<file path="src/rtl/mult_acc_pkg.sv">
// mult_acc_pkg: shared widths and FSM state encoding for mult_accumulator
// and its adder sub-module.
package mult_acc_pkg;

    localparam int PRODUCT_W = 8;
    localparam int CNT_W     = 4;

    typedef enum logic [1:0] {
        IDLE  = 2'd0,
        ACCUM = 2'd1,
        HOLD  = 2'd2
    } state_t;

endpackage

</file>
<file path="src/rtl/acc_adder.sv">
// acc_adder: ACC_W-bit accumulator adder with carry out.
// Configuration macro: MULT_ACC_SATURATE_EN -- when defined, a carry clamps
// the sum to all-ones; otherwise the sum wraps modulo 2^ACC_W.
// Ports:
//   acc    - current accumulator value
//   addend - unsigned product to add
//   sum    - wrapped or clamped result
//   carry  - carry out of ACC_W bits
module acc_adder
    import mult_acc_pkg::*;
#(
    parameter int ACC_W = 12
) (
    input  logic [ACC_W-1:0]     acc,
    input  logic [PRODUCT_W-1:0] addend,
    output logic [ACC_W-1:0]     sum,
    output logic                 carry
);

    logic [ACC_W:0] raw;

    assign raw   = {1'b0, acc} + {{(ACC_W + 1 - PRODUCT_W){1'b0}}, addend};
    assign carry = raw[ACC_W];

`ifdef MULT_ACC_SATURATE_EN
    // Once clamped, further additions carry again, so the value stays pinned.
    assign sum = carry ? {ACC_W{1'b1}} : raw[ACC_W-1:0];
`else
    assign sum = raw[ACC_W-1:0];
`endif

endmodule

</file>
<file path="src/rtl/mult_accumulator.sv">
// mult_accumulator: sums BEATS unsigned 4x4 products into one frame sum with
// valid/ready handshakes on both sides and a sticky per-frame overflow flag.
// Configuration macro: MULT_ACC_SATURATE_EN (saturate instead of wrap; see
// acc_adder).
// Ports:
//   clk, rst             - clock, async active-high reset
//   clear                - synchronous frame abort, highest priority
//   in_valid/in_ready    - product beat handshake
//   product              - unsigned 8-bit product
//   out_valid/out_ready  - frame sum handshake
//   acc_out              - running / final sum
//   overflow             - sticky carry-out flag for this frame
//   beat_cnt             - beats accepted in this frame
//
// state | meaning
// IDLE  | no frame in progress, next beat starts a frame
// ACCUM | frame in progress, accumulating beats
// HOLD  | frame complete, sum presented until out_ready
module mult_accumulator
    import mult_acc_pkg::*;
#(
    parameter int ACC_W = 12,
    parameter int BEATS = 8
) (
    input  logic                 clk,
    input  logic                 rst,
    input  logic                 clear,
    input  logic                 in_valid,
    output logic                 in_ready,
    input  logic [PRODUCT_W-1:0] product,
    output logic                 out_valid,
    input  logic                 out_ready,
    output logic [ACC_W-1:0]     acc_out,
    output logic                 overflow,
    output logic [CNT_W-1:0]     beat_cnt
);

    state_t           state, state_next;
    logic             beat;
    logic [ACC_W-1:0] sum;
    logic             carry;

    // Handshake outputs depend on state only, never on out_ready.
    assign in_ready  = (state != HOLD);
    assign out_valid = (state == HOLD);
    assign beat      = in_valid && in_ready;

    acc_adder #(.ACC_W(ACC_W)) u_adder (
        .acc    (acc_out),
        .addend (product),
        .sum    (sum),
        .carry  (carry)
    );

    always_ff @(posedge clk or posedge rst) begin
        if (rst) state <= IDLE;
        else     state <= state_next;
    end

    always_comb begin
        state_next = state;
        if (clear) begin
            state_next = IDLE;
        end else begin
            unique case (state)
                IDLE:    if (beat) state_next = ACCUM;
                ACCUM:   if (beat && beat_cnt == CNT_W'(BEATS - 1)) state_next = HOLD;
                HOLD:    if (out_ready) state_next = IDLE;
                default: state_next = IDLE;
            endcase
        end
    end

    always_ff @(posedge clk or posedge rst) begin
        if (rst) begin
            acc_out  <= '0;
            beat_cnt <= '0;
            overflow <= 1'b0;
        end else if (clear) begin
            acc_out  <= '0;
            beat_cnt <= '0;
            overflow <= 1'b0;
        end else begin
            unique case (state)
                IDLE: begin
                    if (beat) begin
                        acc_out  <= ACC_W'(product);
                        beat_cnt <= CNT_W'(1);
                        overflow <= 1'b0;
                    end
                end
                ACCUM: begin
                    if (beat) begin
                        acc_out  <= sum;
                        beat_cnt <= beat_cnt + CNT_W'(1);
                        overflow <= overflow | carry;
                    end
                end
                HOLD: begin
                    if (out_ready) begin
                        acc_out  <= '0;
                        beat_cnt <= '0;
                        overflow <= 1'b0;
                    end
                end
                default: begin
                    acc_out  <= '0;
                    beat_cnt <= '0;
                    overflow <= 1'b0;
                end
            endcase
        end
    end

endmodule

</file>
<file path="config.mk">
export PLATFORM = sky130hd
export DESIGN_NAME = mult_accumulator
export DESIGN_NICKNAME = d
export VERILOG_FILES = /design/src/rtl/mult_acc_pkg.sv /design/src/rtl/acc_adder.sv /design/src/rtl/mult_accumulator.sv
export SDC_FILE = /design/constraint.sdc
export NUM_CORES = 1
export LEC_CHECK = 0
export CAP_MARGIN = 20
export CORE_MARGIN = 2
export CORE_UTILIZATION = 53
export DETAILED_ROUTE_END_ITERATION = 10
export GPL_TIMING_DRIVEN = 0
export PLACE_DENSITY = 0.89
export SETUP_SLACK_MARGIN = 0.1
export SLEW_MARGIN = 20
export SYNTH_ARGS = -nofsm -noshare
export SYNTH_HDL_FRONTEND = slang
export SYNTH_SLANG_ARGS = --single-unit
</file>
<file path="constraint.sdc">
create_clock -name clk -period 3.75 [get_ports clk]
set_input_delay 0.75 -clock clk [delete_from_list [all_inputs] [get_ports clk]]
set_output_delay 0.75 -clock clk [all_outputs]
set_load 0.03 [all_outputs]
</file>
==> results of run 1 <==
## worst reg2reg max path: cells and delay by family (launching register included)
family / cells / cell delay, ps
flip-flops: 1 / 410
AND/OR/NAND/NOR: 1 / 60
AO/OA/AOI/OAI: 4 / 960
adder cells (fa/ha/maj): 2 / 670
## cell families after synthesis
group | Yosys count
XOR/XNOR | 5
AO/OA/AOI/OAI | 40
buffers and inverters | 13
multiplexers | 5
adder cells (fa/ha/maj) | 10
flip-flops | 19
AND/OR/NAND/NOR | 54
## per-layer routing
| metal | up-vias | part of all wire, % | global-route usage [%] |
|---|---|---|---|
| met5 | - | 0 | 0 |
| met4 | 0 | 1.6 | 9.17 |
| met3 | 7 | 4.0 | 3.28 |
| met2 | 35 | 51 | 45.0 |
| met1 | 599 | 43 | 30.1 |
| li1 | 600 | - | - |
## cell type report
class / instances / area (sq um)
multi-input cells: 114 / 808
fillers: 204 / 727
flip-flops and latches: 19 / 475
repair buffers: 31 / 310
plain buffers: 7 / 47.5
well taps: 30 / 37.5
clock buffers: 4 / 26.3
inverters: 6 / 22.5
## layout by cell type, fill, tap and decap left out, drive strengths merged, types with 2 or more instances in the layout
| cell | netlist | routed |
|---|---|---|
| clkdlybuf4s50 | 0 | 31 |
| dfrtp | 19 | 19 |
| nand2 | 19 | 19 |
| nor2 | 11 | 11 |
| nand3 | 10 | 10 |
| ha | 9 | 9 |
| a21oi | 8 | 8 |
| o21ai | 7 | 7 |
| a21o | 6 | 6 |
| inv | 6 | 6 |
| buf | 6 | 6 |
| mux2i | 5 | 5 |
| clkbuf | 1 | 5 |
| xnor2 | 4 | 4 |
| a211oi | 3 | 3 |
| o211ai | 3 | 3 |
| o31ai | 3 | 3 |
| and3 | 2 | 2 |
| nand2b | 2 | 2 |
| o21bai | 2 | 2 |
## path summary, 6_finish.rpt
| path | startpoint | end |
|---|---|---|
| setup / recovery | state[0]$_DFFE_PP0P_ | out_valid |
| hold / removal | acc_out[2]$_DFFE_PP0P_ | acc_out[2]$_DFFE_PP0P_ |
| setup reg to reg | acc_out[0]$_DFFE_PP0P_ | overflow$_DFFE_PP0P_ |
| hold reg to reg | acc_out[2]$_DFFE_PP0P_ | acc_out[2]$_DFFE_PP0P_ |
| max in group asynchronous | rst | acc_out[11]$_DFFE_PP0P_ |
| min in group asynchronous | rst | beat_cnt[2]$_DFFE_PP0P_ |
## registers in the layout (all words and copies together) (netlist names)
name and flops:
overflow 1, state 2, beat_cnt 4, acc_out 12
## per-stage QoR
| step | hold slack (ps) | instance area [sq um] |
|---|---|---|
| detailed placement | 494 | 1700 |
| CTS | 519 | 1730 |
| global placement | 484 | 1700 |
| floorplan | 541 | 1350 |
| global route | 546 | 1730 |
| finish | 515 | 1730 |
## report_power, final
part | switching (mW) | leakage, nW | internal, mW | total (mW)
clock network | 0.0646 | 0.0150 | 0.0415 | 0.106
logic | 0.126 | 0.507 | 0.102 | 0.228
registers | 0.0147 | 0.253 | 0.220 | 0.235
total | 0.205 | 0.775 | 0.364 | 0.569
==> results.cfg, run 1 <==
[run_status]
status = complete, no violations

[timing]
fmax_mhz = 350
setup_viol = 0
tns_ps = 0
final.setup_skew_ps = 5.44
hold_viol = 0
slew_viol_final = 0
worst_slew_pin_slew_ps = 739
period_share_pct = 76.1
slew_headroom_pct = 50.7
setup_ws_ps = 897
layout_min_cycle_time_ps = 2850
rsz0062_at_grt = false

[power_and_ir_drop]
leakage_nw = 0.775
total_power_mw = 0.569
peakVddDrop_mv = 0.233
power_density_mw_per_mm2 = 329

[critical_path]
crit_path_cell_trace = buf_2 -> buf_1 -> or2b_1 -> inv_1 -> clkdlybuf4s50_1
end_kind = output port
ff2ff_path_depth = 7
crit_family = buffers and inverters
crit_type = flip-flop to output port
required_ps = 3000
critPathBufInv = 4
worstPathArrival_ps = 2100
cp_num_cells = 5
cp_slowest_stage_delay_ps = 660
crit_slowest_cell = clkdlybuf4s50_1
crit_fanout = 10
ff2ff_setup_slack_ps = 1540
cp-start-kind = flip-flop

[floorplanning]
die_width_um = 54.5
rows = 18
coreArea_sq_mm = 0.00245
initial_utilization_pct = 55.1
die_y_um = 54.5
pin_count = 32
die_area_sq_mm = 0.00297

[detailed_routing]
wl_per_cell_um = 15.2
drc_errors = 0
via_per_inst = 5.88
wl_mm = 3.21
firstDrtPassIters = 4
final_antenna_net_count = 0
drt_iter0_drc = 21
routed-via-count = 1241

[clocking]
clk_latency_ps = 300
cts_buffer_depth = 2
cts-resized-gates = 0
cts.sinks = 19
cts_tree = built
cts_buffers = 3
path_clk_slew_ps = 110
postCtsSetupRepairBufs = 0
htreeDepth = 1
cts-root-buf = clkbuf_4
postCtsHoldBufs = 0

[cells_and_area]
syn_to_final_growth_pct = 27.6
drive_gt1_share_pct = 9.94
utilization_pct = 70.4
fin_nets = 205
final_cells = 211
insertedDiodeCount = 0

[yosys]
synth_edf_count = 0
synthFlopType = dfrtp_1
synth-xor-area-share_pct = 3.23
synthTopCellsByArea = dfrtp_1 (35%), ha_1 (8.3%), nand2_1 (5.0%)
synthSimpleGateAreaFrac_pct = 20.8
ys_top_cells_by_count = dfrtp_1 (19), nand2_1 (18), nand3_1 (10), nor2_1 (10), ha_1 (9)
yosysWarnings = 0
ys_seq_area_share_pct = 35.1
synth_mux_area_share_pct = 3.70
ys_seq_elements = 19
synth_fa_ha_area_share_pct = 9.80
netlist.area_leader.share_pct = 35.1
synth_top_family_by_area = compound AO/OA/AOI/OAI gates
synth_top_cell_by_area = dfrtp_1
synth_area_per_cell_sq_um = 9.27
yosysUniqueCellTypes = 47
synth_nets = 169
synth_compound_area_share_pct = 22.2
postSynth.asyncResetShare_pct = 100
syn_inst = 146
synth.cell_area_sq_mm = 0.00135
yosysMostFrequentCell = dfrtp_1

[grt]
grt_pass1_wl_mm = 5.27
track_usage_pct = 25.0
antenna_found_initial = 0
grt_remaining_overflow = 0
grt_max_degree = 20
grt_pass1_vias = 1210

[hold_path]
hold-path-cell-count = 2
hp-class = flip-flop to flip-flop

[place]
hpwl_mm = 2.48
io_buffers = 31
dp_slack_ps = 740
dp_cells = 207
routabilityCongestion = 0.856

[job]
drv_cap = 0
(Power assumes the default switching activity.)
==> inputs of run 2 (changes only) <==
CORE_UTILIZATION = 45   (was 53)
PLACE_DENSITY = 0.81   (was 0.89)
clock period = 2.3 ns   (was 3.75 ns; I/O delays follow)
==> run 2 against run 1 <==
Net effect:
- the run now ends with DRC left
- non-clock buffer count up 4
- sequential power up 62%
- global-route usage down 5.1 points
- count of clock-buffer cells in the layout down 1
- via count down 0.48%
- final area up 3.3%
- utilization down 6.7 points
- clock skew up 1.6 ps
- die area up 16%
==> results.cfg, run 2 (synthesis results as in run 1) <==
[detailed_routing]
dr_wl_met2_mm = 1.54
wl_mm = 3.14
wl_met1_mm = 1.42
firstDrtPassIters = 7
final_antenna_net_count = 0
dr_wl_met3_um = 139
drc_errors = 3
routed-via-count = 1235
wl_per_cell_um = 14.6
drt_iter0_drc = 42
highest_layer = met4
via_per_inst = 5.72

[hold_path]
hp-class = flip-flop to flip-flop
hold-path-cell-count = 2

[critical_path]
crit_slowest_cell = clkdlybuf4s50_1
worstPathArrival_ps = 2290
end_kind = flip-flop
crit_family = compound AO/OA/AOI/OAI gates
ff2ff_path_depth = 7
critPathBufInv = 1
required_ps = 2500
cp-start-kind = input port
crit_path_cell_trace = clkdlybuf4s50_1 -> ha_1 -> a21o_1 -> o21bai_1 -> a2bb2oi_1 -> nand2b_1 -> nand3_1
ff2ff_setup_slack_ps = 240
crit_type = input port to flip-flop
cp_slowest_stage_delay_ps = 430
cp_num_cells = 7
crit_fanout = 4

[timing]
hold_viol = 0
setup_viol = 0
final.setup_skew_ps = 7.00
period_share_pct = 91.3
holdWs_ps = 519
fmax_mhz = 476
rsz0062_at_grt = false
slew_viol_final = 0
layout_min_cycle_time_ps = 2100
slew_headroom_pct = 50.1
worst_slew_pin_slew_ps = 748
tns_ps = 0

[floorplanning]
die_width_um = 58.9
die_y_um = 58.9
initial_utilization_pct = 48.3
pin_count = 32
rows = 19
die_area_sq_mm = 0.00346
coreArea_sq_mm = 0.00281

[run_status]
violations = DRC
status = finished with violations

[clocking]
path_clk_slew_ps = 120
cts_buffer_depth = 2
cts.sinks = 19
clk_latency_ps = 310
cts_tree = built
htreeDepth = 1
postCtsHoldBufs = 0
cts-root-buf = clkbuf_4
cts_buffers = 3

[place]
dp_cells = 208
hpwl_mm = 2.41
io_buffers = 31
routabilityCongestion = 0.891

[cells_and_area]
syn_to_final_growth_pct = 31.9
reg.largest.list = acc_out: 12 flops, beat_cnt: 4 flops, state: 2 flops
mostFrequentLayoutCell = clkdlybuf4s50_1
largest_reg_flops = 12
insertedDiodeCount = 0
final_cells = 216
drive_gt1_share_pct = 15.1
layout_common_cells = clkdlybuf4s50_1 (27), dfrtp_1 (19), nand2_1 (18), nor2_1 (10), nand3_1 (10)
regMostFlops = acc_out
fin_nets = 209

[grt]
grt_pass1_wl_mm = 5.32
grt_remaining_overflow = 0
track_usage_pct = 19.9
grt_pass1_vias = 1232
grt_max_degree = 20
antenna_found_initial = 0

[power_and_ir_drop]
power_density_mw_per_mm2 = 529
peakVddDrop_mv = 0.306
total_power_mw = 0.945
leakage_nw = 0.822

[job]
drv_cap = 0
==> run 2: cell count changes in the layout (fill, tap and decap cells not counted), sizes merged <==
cell           previous run  this run
buf                       6        10
clkdlybuf4s50            31        27
dlygate4sd2               0         2
dlymetal6s2s              0         2
clkbuf                    5         4
clkinv                    0         1
==> run 2: path summary, 6_finish.rpt <==
kind                                              from                 endpoint
worst min-delay path            acc_out[2]$_DFFE_PP0P_   acc_out[2]$_DFFE_PP0P_
max in group asynchronous                          rst   acc_out[3]$_DFFE_PP0P_
worst max-delay path                        product[4]  acc_out[11]$_DFFE_PP0P_
worst min register to register  acc_out[2]$_DFFE_PP0P_   acc_out[2]$_DFFE_PP0P_
worst max register to register  acc_out[0]$_DFFE_PP0P_   acc_out[6]$_DFFE_PP0P_
min in group asynchronous                          rst   acc_out[0]$_DFFE_PP0P_
==> run 2: worst min-delay path, stage by stage, from the launching register on <==
cell and delay [ps]:
dfrtp_1 390, nand2_1 60, nand2_1 50
==> run 2: timing repair <==
action,4_1_cts,5_1_grt
endpoints found under the hold margin,0,0
pin swaps,3,4
resized for setup,6,3
setup buffers,1,4
endpoints found under the setup margin,6,7
==> run 2: per-stage QoR <==
stage | worst slack, ps | utilization [%] | area, sq um
after detailed placement | -369 | 60.7 | 1700
after CTS | 121 | 62.3 | 1750
after floorplan | 152 | - | 1350
after global routing | 119 | 63.6 | 1790
final | 201 | 63.6 | 1790
after global placement | -343 | 60.7 | 1700
==> run 2: area by class of cell <==
class	count	area, sq um
fillers	262	1020
well taps	31	38.8
flip-flops and latches	19	475
clock buffers	3	22.5
inverters	6	22.5
multi-input cells	114	825
plain buffers	6	46.3
repair buffers	36	350
clock inverters	1	5.00
==> run 2: per-layer routing <==
layer | up-vias | GRT usage [%]
met4 | 0 | 6.82
li1 | 611 | -
met1 | 587 | 25.7
met5 | - | 0
met2 | 32 | 34.4
met3 | 5 | 2.20
==> run 2: where the power goes <==
group,total (mW),switching (mW),internal (mW),leakage [nW]
Combinational,0.388,0.209,0.179,0.551
Clock,0.176,0.111,0.0649,0.0177
Sequential,0.381,0.0224,0.359,0.253
Total,0.945,0.342,0.603,0.822
==> inputs of run 3 (changes only) <==
CAP_MARGIN = 0   (was 20)
==> results of run 3 <==
Final layout, timing and power as in run 2 (identical DEF).
